<file path="src/rtl/msk_ref_sni_pipe_if.sv">
// -----------------------------------------------------------------------------
// msk_ref_sni_pipe_if
// Handshake bundle for the SNI refresh pipe: input sharing channel, randomness
// channel and refreshed output channel, each with valid/ready.
//   in_data/in_valid/in_ready    : d*W-bit input sharing, share i at [i*W +: W]
//   rnd/rnd_valid/rnd_ready      : RNDW bits of fresh randomness
//   out_data/out_valid/out_ready : d*W-bit refreshed sharing
// Modports: slave = refresh block view, master = producer/consumer view.
// -----------------------------------------------------------------------------
interface msk_ref_sni_pipe_if #(
    parameter int d = 2,
    parameter int W = 1,
    parameter int L = 1
);
    localparam int RNDW = (d == 1) ? 1 : ((d == 2) ? W : L * d * W);

    logic [d*W-1:0]  in_data;
    logic            in_valid;
    logic            in_ready;
    logic [RNDW-1:0] rnd;
    logic            rnd_valid;
    logic            rnd_ready;
    logic [d*W-1:0]  out_data;
    logic            out_valid;
    logic            out_ready;

    modport slave (
        input  in_data, in_valid, rnd, rnd_valid, out_ready,
        output in_ready, rnd_ready, out_data, out_valid
    );

    modport master (
        output in_data, in_valid, rnd, rnd_valid, out_ready,
        input  in_ready, rnd_ready, out_data, out_valid
    );
endinterface

</file>
<file path="src/rtl/msk_ref_sni_pipe.sv">
// -----------------------------------------------------------------------------
// msk_ref_sni_pipe
// SNI refresh of a W-bit, d-share Boolean sharing. Randomness is turned into a
// sharing of zero and parked in a one-entry registered mask buffer; the data is
// XORed with that registered mask in a single output register stage.
//   clk : clock, rising edge
//   rst : synchronous active-high reset (clears valid flags only by default)
//   bus : msk_ref_sni_pipe_if.slave (in / rnd / out valid-ready channels)
// Optional build macro MSKREF_SNI_ZEROIZE_EN: reset and consumption also clear
// the data and mask registers so stale shares never linger.
// -----------------------------------------------------------------------------
module msk_ref_sni_pipe #(
    parameter int d = 2,
    parameter int W = 1,
    parameter int L = 1
) (
    input  logic               clk,
    input  logic               rst,
    msk_ref_sni_pipe_if.slave  bus
);
    localparam int DW = d * W;

    logic in_fire, rnd_fire, out_fire;
    logic mask_full;
    logic [DW-1:0] mask_nxt;

    (* keep = "true" *) logic [DW-1:0] mask_q;
    (* keep = "true" *) logic [DW-1:0] out_data_q;
    (* keep = "true" *) logic          out_valid_q;

    assign in_fire  = bus.in_valid  & bus.in_ready;
    assign rnd_fire = bus.rnd_valid & bus.rnd_ready;
    assign out_fire = out_valid_q   & bus.out_ready;

    // Zero-sharing built from randomness only; data never sees rnd directly.
    generate
        if (d == 1) begin : g_mask_d1
            assign mask_nxt = '0;
        end else if (d == 2) begin : g_mask_d2
            assign mask_nxt = {2{bus.rnd[W-1:0]}};
        end else begin : g_mask_ring
            // Each layer XORs r_l with itself rotated by one share, so every
            // random share appears in exactly two output shares.
            always_comb begin
                mask_nxt = '0;
                for (int l = 0; l < L; l++) begin
                    for (int i = 0; i < d; i++) begin
                        mask_nxt[i*W +: W] = mask_nxt[i*W +: W]
                            ^ bus.rnd[(l*d + i)*W +: W]
                            ^ bus.rnd[(l*d + (i + d - 1) % d)*W +: W];
                    end
                end
            end
        end
    endgenerate

    // One-entry mask buffer.
    generate
        if (d == 1) begin : g_buf_d1
            assign mask_full     = 1'b1;
            assign mask_q        = '0;
            assign bus.rnd_ready = 1'b0;
        end else begin : g_buf
            (* keep = "true" *) logic mask_full_q;

            assign mask_full = mask_full_q;
            // Refill allowed in the consuming cycle so streaming has no bubble;
            // an unused mask is never overwritten.
            assign bus.rnd_ready = !mask_full_q | in_fire;

            always_ff @(posedge clk) begin
                if (rst) begin
                    mask_full_q <= 1'b0;
`ifdef MSKREF_SNI_ZEROIZE_EN
                    mask_q      <= '0;
`endif
                end else begin
                    mask_full_q <= rnd_fire | (mask_full_q & !in_fire);
                    if (rnd_fire) begin
                        mask_q <= mask_nxt;
                    end
`ifdef MSKREF_SNI_ZEROIZE_EN
                    else if (in_fire) begin
                        mask_q <= '0;
                    end
`endif
                end
            end
        end
    endgenerate

    // Output register stage.
    assign bus.in_ready  = mask_full & (!out_valid_q | bus.out_ready);
    assign bus.out_data  = out_data_q;
    assign bus.out_valid = out_valid_q;

    always_ff @(posedge clk) begin
        if (rst) begin
            out_valid_q <= 1'b0;
`ifdef MSKREF_SNI_ZEROIZE_EN
            out_data_q  <= '0;
`endif
        end else if (in_fire) begin
            out_data_q  <= bus.in_data ^ mask_q;
            out_valid_q <= 1'b1;
        end else if (out_fire) begin
            out_valid_q <= 1'b0;
`ifdef MSKREF_SNI_ZEROIZE_EN
            out_data_q  <= '0;
`endif
        end
    end
endmodule
</file>
<file path="src/flat_wrapper.sv">
// flat-port wrapper written by rule: the top's interface ports become plain ports
module msk_ref_sni_pipe_flat 
#(
    parameter int d = 2,
    parameter int W = 1,
    parameter int L = 1
)
  (clk, rst, bus_in_data, bus_in_valid, bus_rnd, bus_rnd_valid, bus_out_ready, bus_in_ready, bus_rnd_ready, bus_out_data, bus_out_valid);
  msk_ref_sni_pipe_if #(.d(d), .W(W), .L(L)) bus_i ();
  input  logic clk;
  input  logic rst;
  input wire logic [$bits(bus_i.in_data)-1:0] bus_in_data;
  input wire logic [$bits(bus_i.in_valid)-1:0] bus_in_valid;
  input wire logic [$bits(bus_i.rnd)-1:0] bus_rnd;
  input wire logic [$bits(bus_i.rnd_valid)-1:0] bus_rnd_valid;
  input wire logic [$bits(bus_i.out_ready)-1:0] bus_out_ready;
  output wire logic [$bits(bus_i.in_ready)-1:0] bus_in_ready;
  output wire logic [$bits(bus_i.rnd_ready)-1:0] bus_rnd_ready;
  output wire logic [$bits(bus_i.out_data)-1:0] bus_out_data;
  output wire logic [$bits(bus_i.out_valid)-1:0] bus_out_valid;
  assign bus_i.in_data = bus_in_data;
  assign bus_i.in_valid = bus_in_valid;
  assign bus_i.rnd = bus_rnd;
  assign bus_i.rnd_valid = bus_rnd_valid;
  assign bus_i.out_ready = bus_out_ready;
  assign bus_in_ready = bus_i.in_ready;
  assign bus_rnd_ready = bus_i.rnd_ready;
  assign bus_out_data = bus_i.out_data;
  assign bus_out_valid = bus_i.out_valid;
  msk_ref_sni_pipe #(.d(d), .W(W), .L(L)) u_core (.clk(clk), .rst(rst), .bus(bus_i));
endmodule
</file>
<file path="config.mk">
export PLATFORM = sky130hd
export DESIGN_NAME = msk_ref_sni_pipe_flat
export DESIGN_NICKNAME = d
export VERILOG_FILES = /design/src/rtl/msk_ref_sni_pipe_if.sv /design/src/rtl/msk_ref_sni_pipe.sv /design/src/flat_wrapper.sv
export SDC_FILE = /design/constraint.sdc
export NUM_CORES = 1
export LEC_CHECK = 0
export ABC_AREA = 1
export ABC_CLOCK_PERIOD_IN_PS = 1700
export BUFFER_PORTS_ARGS = -buffer_cell sky130_fd_sc_hd__clkbuf_2
export CAP_MARGIN = 20
export CORE_AREA = 2 2 39 41
export DETAILED_ROUTE_END_ITERATION = 10
export DIE_AREA = 0 0 41 43
export GPL_TIMING_DRIVEN = 0
export SETUP_SLACK_MARGIN = 0.2
export SLEW_MARGIN = 20
export SYNTH_ARGS = -nofsm -noshare
export SYNTH_HDL_FRONTEND = slang
export SYNTH_SLANG_ARGS = --single-unit
</file>
<file path="constraint.sdc">
create_clock -name clk -period 1.7 [get_ports clk]
set_clock_uncertainty 0.1 [all_clocks]
set_input_delay 0.34 -clock clk [delete_from_list [all_inputs] [get_ports clk]]
set_output_delay 0.34 -clock clk [all_outputs]
set_load 0.01 [all_outputs]
</file>
==> results of run 1 <==
## state kept, by name, summed over array words and instances (netlist names)
name,cells
u_core.bus.out_data,2
u_core.bus.out_valid,1
u_core.g_buf.mask_full_q,1
u_core.mask_q,1
## what timing repair did
item | 4_1_cts | 5_1_grt
setup buffers | 0 | 2
endpoints found under the setup margin | 0 | 2
resized for setup | 0 | 2
## per-layer routing
layer	share of wire [%]	routed length [um]	vias to the layer above
li1	-	-	106
met1	31	140	88
met2	55	252	9
met3	14	65	0
met4	0	0	0
met5	0	0	-
## power by group
part | internal, W | total [W] | switching [W]
registers | 0.000137 | 0.000142 | 0.00000547
logic | 0.0000230 | 0.0000438 | 0.0000208
clock network | 0.0000888 | 0.000139 | 0.0000502
total | 0.000249 | 0.000325 | 0.0000765
## metrics by stage
step                power [W]  setup WS (ns)  hold slack, ns  utilization [%]
global placement    0.0001815         0.4179          0.4170            22.24
CTS                 0.0003254         0.2385          0.1733            24.14
global route        0.0003492         0.2052          0.1716            25.50
finish              0.0003252         0.2845          0.1776            25.50
floorplan           0.0001634         0.5653          0.3389                -
detailed placement  0.0001830         0.3986          0.4273            22.24
## critical path, cell delays in order (launching register included)
cell      delay [ns]
dfxtp_1         0.32
nand2_2         0.08
nand3_2         0.12
nand2_1         0.09
clkbuf_2        0.12
## final timing paths
path / from / end / slack [ns] / cells past startpoint
min: bus_rnd / u_core.mask_q[0]$_DFFE_PP_ / 0.18 / 1
max: u_core.bus.out_valid$_SDFFE_PP0P_ / bus_rnd_ready / 0.28 / 4
max reg2reg: u_core.bus.out_valid$_SDFFE_PP0P_ / u_core.bus.out_data[1]$_DFFE_PP_ / 0.48 / 4
min reg2reg: u_core.g_buf.mask_full_q$_SDFF_PP0_ / u_core.g_buf.mask_full_q$_SDFF_PP0_ / 0.41 / 2
## layout by cell type (no fill, tap or decap), drive strengths merged, types with 2 or more instances in the layout
cell type  count
inv            3
clkbuf        16
nand3          2
dfxtp          2
buf            4
nand2          6
xor2           2
edfxtp         3
## final cells by class
class	instances	area, um2	area share, %
Clock buffer	4	26.28	7.447
Buffer	2	15.01	4.255
Timing Repair Buffer	14	75.07	21.28
Inverter	3	11.26	3.191
Multi-Input combinational cell	13	73.82	20.92
Tap cell	16	20.02	5.674
Sequential cell	5	131.4	37.23
==> impl_metrics.json, run 1 <==
{
  "status": "completed",
  "vias": 203,
  "syn_nets": 31,
  "clock_latency_ns": 0.24,
  "grt_use_total_pct": 6.660,
  "ir_drop_mv": 0.4255,
  "drive_gt1_share_pct": 53.66,
  "tightest_slew_ns": 0.1646,
  "firstDrtPassIters": 2,
  "use_met2_pct": 10.00,
  "coreArea_um2": 1384,
  "cts_hold_buf": 0,
  "overflow": 0,
  "design_area_um2": 352.8,
  "leakagePower_nw": 0.1850,
  "fp.dieArea_um2": 1763,
  "path_clk_slew_ns": 0.04,
  "syn_to_final_growth_pct": 54.95,
  "hp-class": "input pin to flop",
  "setup_tns_ns": 0,
  "final.fill_count": 162,
  "first_iter_violations": 6,
  "netlist_area_um2": 227.7,
  "clockRootBuffer": "clkbuf_4",
  "drv_slew": 0,
  "crit_required_ns": 1.26,
  "grt_busiest_layer": "met2",
  "rsz0062_at_grt": "false",
  "fin_crit_ns": 1.416,
  "clock-sinks": 5,
  "use_met1_pct": 3.922,
  "stdcell_count": 57,
  "drcViolationCount": 0,
  "htree_num_levels": 1,
  "diodes": 0,
  "die_h_um": 43,
  "clock_path_buffers": 2,
  "setup_violations": 0,
  "via_per_inst": 3.561,
  "wl_um": 458,
  "grt_use_met3_pct": 9.948,
  "crit_type": "flop to output port",
  "gp_congestion": 0.6822,
  "synth_area_per_cell_um2": 9.901,
  "postPlaceCellArea_um2": 307.8,
  "grt_pass1_wl_um": 676,
  "slew_headroom_pct": 88.98,
  "tritoncts": "yes",
  "fmax_mhz": 706.5,
  "dp_hpwl_um": 346.3,
  "dpl.cell_count": 51,
  "cp.arrival_ns": 0.98,
  "syn_inst": 23,
  "grt_pass1_vias": 197,
  "antenna_found_initial": 0,
  "fp-row-count": 14,
  "post_drt_wl_per_cell_um": 8.035,
  "crit_fanout": 5,
  "io_buffers": 12,
  "period_share_pct": 83.26,
  "power_density_nw_per_um2": 921.7,
  "yosys_warnings": 0,
  "cp-end-kind": "output port",
  "critPathLaunchType": "flop",
  "ios": 13,
  "hold_viol": 0,
  "route.antenna.remaining_nets": 0,
  "grt_max_degree": 6,
  "initial_utilization_pct": 16.46,
  "nets": 50,
  "die_x_um": 41,
  "cts_buffers": 3,
  "max-cap-violations": 0
}
(Power assumes the default switching activity.)
==> inputs of run 2 (changes only) <==
--- a/config.mk
+++ b/config.mk
@@ -6,7 +6,7 @@
 export NUM_CORES = 1
 export LEC_CHECK = 0
 export ABC_AREA = 1
-export ABC_CLOCK_PERIOD_IN_PS = 1700
+export ABC_CLOCK_PERIOD_IN_PS = 1300
 export BUFFER_PORTS_ARGS = -buffer_cell sky130_fd_sc_hd__clkbuf_2
 export CAP_MARGIN = 20
 export CORE_AREA = 2 2 39 41
==> constraint.sdc (replaced) <==
create_clock -name clk -period 1.3 [get_ports clk]
set_clock_uncertainty 0.1 [all_clocks]
set_input_delay 0.26 -clock clk [delete_from_list [all_inputs] [get_ports clk]]
set_output_delay 0.26 -clock clk [all_outputs]
set_load 0.01 [all_outputs]
==> run 2 against run 1 <==
Power is 36% higher. Hold slack worse by 0.078 ns. Die area stayed put. Clock power is 29% higher. Sequential share of layout area is 4.7 points lower. Critical path type unchanged. Core utilization is 4.5 points higher. Non-clock buffer count is 2 higher.
==> impl_metrics.json, run 2 (same netlist as run 1, synthesis figures left out) <==
{
  "initial_utilization_pct": 16.46,
  "layout_commonest_cell": "clkbuf_2",
  "fmax_mhz": 798.1,
  "via_per_inst": 3.746,
  "grt_pass1_wl_um": 793,
  "gp_congestion": 0.6822,
  "die_x_um": 41,
  "ios": 13,
  "tightest_slew_ns": 0.1240,
  "cp.arrival_ns": 0.89,
  "seq_power_share_pct": 42.1,
  "period_share_pct": 96.38,
  "drcViolationCount": 0,
  "fp-row-count": 14,
  "grt_use_total_pct": 7.568,
  "nets": 52,
  "critPathLaunchType": "flop",
  "final.fill_count": 153,
  "p_sw_share_pct": 23.72,
  "design_area_um2": 415.4,
  "power_switching_w": 0.0001052,
  "clockRootBuffer": "clkbuf_4",
  "crit_type": "flop to output port",
  "crit_required_ns": 0.94,
  "grt_max_degree": 5,
  "crit_fanout": 3,
  "die_h_um": 43,
  "vias": 221,
  "rsz0062_at_grt": "true",
  "power_density_nw_per_um2": 1068,
  "htree_num_levels": 1,
  "route.antenna.remaining_nets": 0,
  "seq_area_um2": 135.1,
  "clock-sinks": 5,
  "hold_viol": 0,
  "tritoncts": "yes",
  "dp_hpwl_um": 346.3,
  "coreArea_um2": 1384,
  "fin_crit_ns": 1.253,
  "clock_path_buffers": 2,
  "setup_violations": 0,
  "multi_input_area_um2": 91.34,
  "diodes": 0,
  "cp-end-kind": "output port",
  "first_iter_violations": 7,
  "p_clk_share_pct": 40.5,
  "intPower_w": 0.0003383,
  "wl_um": 497,
  "ir_drop_mv": 0.4304,
  "postPlaceCellArea_um2": 307.8,
  "drive_gt1_share_pct": 67.44,
  "hp-class": "input pin to flop",
  "post_drt_wl_per_cell_um": 8.424,
  "path_clk_slew_ns": 0.04,
  "slew_headroom_pct": 91.71,
  "overflow": 0,
  "max-cap-violations": 0,
  "setup_tns_ns": 0,
  "largest_reg_flops": 2,
  "pwr-share-comb_pct": 17.4,
  "antenna_found_initial": 0,
  "io_buffers": 12,
  "syn_to_final_growth_pct": 82.42,
  "drv_slew": 0,
  "cts_buffers": 3,
  "firstDrtPassIters": 2,
  "clock_latency_ns": 0.24,
  "fp.dieArea_um2": 1763,
  "status": "completed",
  "grt_pass1_vias": 214,
  "mostFrequentLayoutCells": "clkbuf_2, buf_6, nand2_1, buf_4",
  "leakagePower_nw": 0.2055,
  "whs_ns": 0.09949
}
==> run 2: cell type report <==
cell class	count	share of cell area, %
Timing Repair Buffer	16	26.20
Clock buffer	4	6.325
Tap cell	16	4.819
Inverter	3	2.711
Buffer	2	5.422
Sequential cell	5	32.53
Multi-Input combinational cell	13	21.99
==> run 2: layer usage <==
layer  global-route usage [%]  routed length [um]
met1                    5.229                 139
met2                    11.56                 294
met3                    9.948                  63
met4                    2.000                   0
met5                        0                   0
==> run 2: critical path: stages (launching register included) <==
cell     delay [ns]
dfxtp_2        0.35
nand2_2        0.06
nand3_2        0.07
nand2_2        0.06
buf_6          0.11
==> run 2: repair_timing <==
| action | in CTS | in global routing |
|---|---|---|
| pin swaps | 2 | 0 |
| hold buffers | 0 | 0 |
| endpoints found under the setup margin | 7 | 8 |
| buffers inserted | 3 | 1 |
| gates resized for setup | 7 | 14 |
==> run 2: power groups by stage <==
stage | Clock [W] | Sequential [W] | Combinational, W
floorplan | 0 | 0.000187 | 0.0000264
global placement | 0 | 0.000188 | 0.0000498
detailed placement | 0 | 0.000188 | 0.0000511
CTS | 0.000189 | 0.000186 | 0.0000641
global route | 0.000208 | 0.000188 | 0.0000847
finish | 0.000180 | 0.000187 | 0.0000770
==> run 2: final timing paths <==
| kind | cells after the start | to | slack [ns] | startpoint |
|---|---|---|---|---|
| min | 1 | u_core.mask_q[0]$_DFFE_PP_ | 0.1 | bus_rnd |
| min reg2reg | 1 | u_core.bus.out_data[1]$_DFFE_PP_ | 0.51 | u_core.mask_q[0]$_DFFE_PP_ |
| max | 4 | bus_rnd_ready | 0.05 | u_core.bus.out_valid$_SDFFE_PP0P_ |
| max reg2reg | 4 | u_core.mask_q[0]$_DFFE_PP_ | 0.17 | u_core.bus.out_valid$_SDFFE_PP0P_ |
==> run 2: per-stage QoR <==
| step | power [W] | setup WS (ns) | util (%) | instances |
|---|---|---|---|---|
| 2_1_floorplan | 0.0002137 | 0.2324 | - | 23 |
| 3_3_place_gp | 0.0002373 | 0.1604 | 22.24 | 51 |
| 3_5_place_dp | 0.0002393 | 0.1506 | 22.24 | 51 |
| 4_1_cts | 0.0004386 | 0.04111 | 26.76 | 58 |
| 5_1_grt | 0.0004801 | -0.01073 | 30.02 | 59 |
| 6_report | 0.0004435 | 0.04700 | 30.02 | 59 |
==> inputs of run 3 (changes only) <==
--- a/config.mk
+++ b/config.mk
@@ -6,7 +6,7 @@
 export NUM_CORES = 1
 export LEC_CHECK = 0
 export ABC_AREA = 1
-export ABC_CLOCK_PERIOD_IN_PS = 1300
+export ABC_CLOCK_PERIOD_IN_PS = 1100
 export BUFFER_PORTS_ARGS = -buffer_cell sky130_fd_sc_hd__clkbuf_2
 export CAP_MARGIN = 20
 export CORE_AREA = 2 2 39 41
==> constraint.sdc (replaced) <==
create_clock -name clk -period 1.1 [get_ports clk]
set_clock_uncertainty 0.1 [all_clocks]
set_input_delay 0.22 -clock clk [delete_from_list [all_inputs] [get_ports clk]]
set_output_delay 0.22 -clock clk [all_outputs]
set_load 0.01 [all_outputs]
==> run 3 against run 2 <==
The run now ends with setup timing left. Sequential power up 18%. Flip-flop and latch count unchanged. Highest routed layer is now met4. Combinational power increased by 24%. Hold slack worse by 0.047 ns. First-iteration DRC count down 100%. Final area stayed put.
==> impl_metrics.json, run 3 (same netlist as run 1, synthesis figures left out) <==
{
  "status": "finished, violations left",
  "violations": "setup timing",
  "r2r.worst_path.cells": 4,
  "drive_gt1_share_pct": 64.29,
  "largest_reg_flops": 2,
  "leakagePower_nw": 0.2011,
  "grt_pass1_vias": 190,
  "min-delay-start": "bus_rnd",
  "pre_cts_ws_ns": 0.009293,
  "critPathLaunchType": "flop",
  "cp.arrival_ns": 0.90,
  "die_x_um": 41,
  "clock_latency_ns": 0.24,
  "hold_end": "u_core.mask_q[0]$_DFFE_PP_",
  "mostFrequentLayoutCells": "clkbuf_2, nand2_1, buf_4, buf_6",
  "crit_type": "flop to output port",
  "cp-end-kind": "output port",
  "first_iter_violations": 0,
  "cts_buffers": 3,
  "ios": 13,
  "nets": 51,
  "htree_num_levels": 1,
  "holdPathStages": 1,
  "io_buffers": 12,
  "ir_drop_mv": 0.3092,
  "setup_violations": 5,
  "coreArea_um2": 1384,
  "slew_headroom_pct": 91.01,
  "wl_um": 506,
  "fp.dieArea_um2": 1763,
  "gp_congestion": 0.5764,
  "grt_max_degree": 5,
  "tightest_slew_ns": 0.1345,
  "rsz0062_at_grt": "true",
  "grt_use_total_pct": 6.445,
  "postLayoutCoreUtil_pct": 30.02,
  "via_per_inst": 3.966,
  "crit_fanout": 4,
  "clock_path_buffers": 2,
  "grt_pass1_wl_um": 683,
  "fin_ws_ns": -0.1206,
  "reg2reg_from": "u_core.bus.out_valid$_SDFFE_PP0P_",
  "initial_utilization_pct": 16.46,
  "diodes": 0,
  "period_share_pct": 111.0,
  "hp-class": "input pin to flop",
  "route.antenna.remaining_nets": 0,
  "clockRootBuffer": "clkbuf_4",
  "path_clk_slew_ns": 0.05,
  "drcViolationCount": 0,
  "clock-sinks": 5,
  "setup_tns_ns": -0.3661,
  "tritoncts": "yes",
  "antenna_found_initial": 0,
  "fp-row-count": 14,
  "seq_power_share_pct": 41.4,
  "pwr-share-comb_pct": 17.8,
  "drv_slew": 0,
  "rrSetupSlack_ns": -0.02,
  "p_clk_share_pct": 40.7,
  "intPower_w": 0.0004009,
  "p_total_w": 0.0005340,
  "fin_crit_ns": 1.221,
  "post_drt_wl_per_cell_um": 8.724,
  "vias": 230,
  "syn_to_final_growth_pct": 82.42,
  "max-cap-violations": 0,
  "overflow": 0,
  "layout_commonest_cell": "clkbuf_2",
  "firstDrtPassIters": 1,
  "hold_viol": 0,
  "rr_endpoint": "u_core.mask_q[0]$_DFFE_PP_",
  "power_switching_w": 0.0001331,
  "power_density_nw_per_um2": 1285,
  "die_h_um": 43,
  "fmax_mhz": 819.3,
  "final.fill_count": 150,
  "p_sw_share_pct": 24.93,
  "crit_required_ns": 0.78
}
run 3: layout make-up:
type                            count  area [um2]  share of cell area, %
Sequential cell                     5       135.1                  32.53
Timing Repair Buffer               15       105.1                  25.30
Multi-Input combinational cell     13       102.6                  24.70
Clock buffer                        4       26.28                  6.325
Tap cell                           16       20.02                  4.819
Buffer                              2       15.01                  3.614
Inverter                            3       11.26                  2.711
run 3: per-layer routing:
metal	vias up	global-route usage, %	part of all wire [%]
li1	109	-	-
met1	107	6.818	38
met2	12	7.813	49
met3	2	4.712	12
met4	0	6.000	1.6
met5	-	0	0
run 3: timing repair:
action | CTS | global route
hold buffers | 0 | 0
endpoints found under the hold margin | 0 | 0
cloned | 0 | 0
setup endpoints to repair | 10 | 12
resized for setup | 3 | 11
pin swaps | 3 | 1
buffers inserted | 3 | 0
run 3: metrics by stage:
stage          hold WS (ns)  area, um2  instances
6_report            0.05257      415.4         58
5_1_grt             0.05557      415.4         58
4_1_cts             0.04573      382.9         58
3_5_place_dp         0.3005      326.6         51
3_3_place_gp         0.3001      326.6         51
2_1_floorplan        0.2189      246.5         23
run 3: power groups by stage:
| stage | Sequential, W | Clock, W | Combinational [W] |
|---|---|---|---|
| 6_report | 0.000221 | 0.000217 | 0.0000952 |
| 3_3_place_gp | 0.000225 | 0 | 0.0000638 |
| 2_1_floorplan | 0.000225 | 0 | 0.0000355 |
| 4_1_cts | 0.000220 | 0.000226 | 0.0000800 |
| 5_1_grt | 0.000222 | 0.000235 | 0.000103 |
| 3_5_place_dp | 0.000226 | 0 | 0.0000649 |
run 3: worst max-delay path by stage:
| stage | startpoint | to | cells after the start |
|---|---|---|---|
| after global routing | u_core.bus.out_valid$_SDFFE_PP0P_ | bus_rnd_ready | 4 |
| final | u_core.g_buf.mask_full_q$_SDFF_PP0_ | bus_in_ready | 2 |
| after detailed placement | bus_out_ready | u_core.mask_q[0]$_DFFE_PP_ | 5 |
| after global placement | bus_out_ready | u_core.mask_q[0]$_DFFE_PP_ | 5 |
| after CTS | u_core.bus.out_valid$_SDFFE_PP0P_ | bus_rnd_ready | 4 |
| after floorplan | u_core.bus.out_valid$_SDFFE_PP0P_ | u_core.mask_q[0]$_DFFE_PP_ | 3 |
run 3: critical path, stage by stage (launching register included):
cell and delay (ns):
dfxtp_4 0.37, a21boi_1 0.15, buf_2 0.14
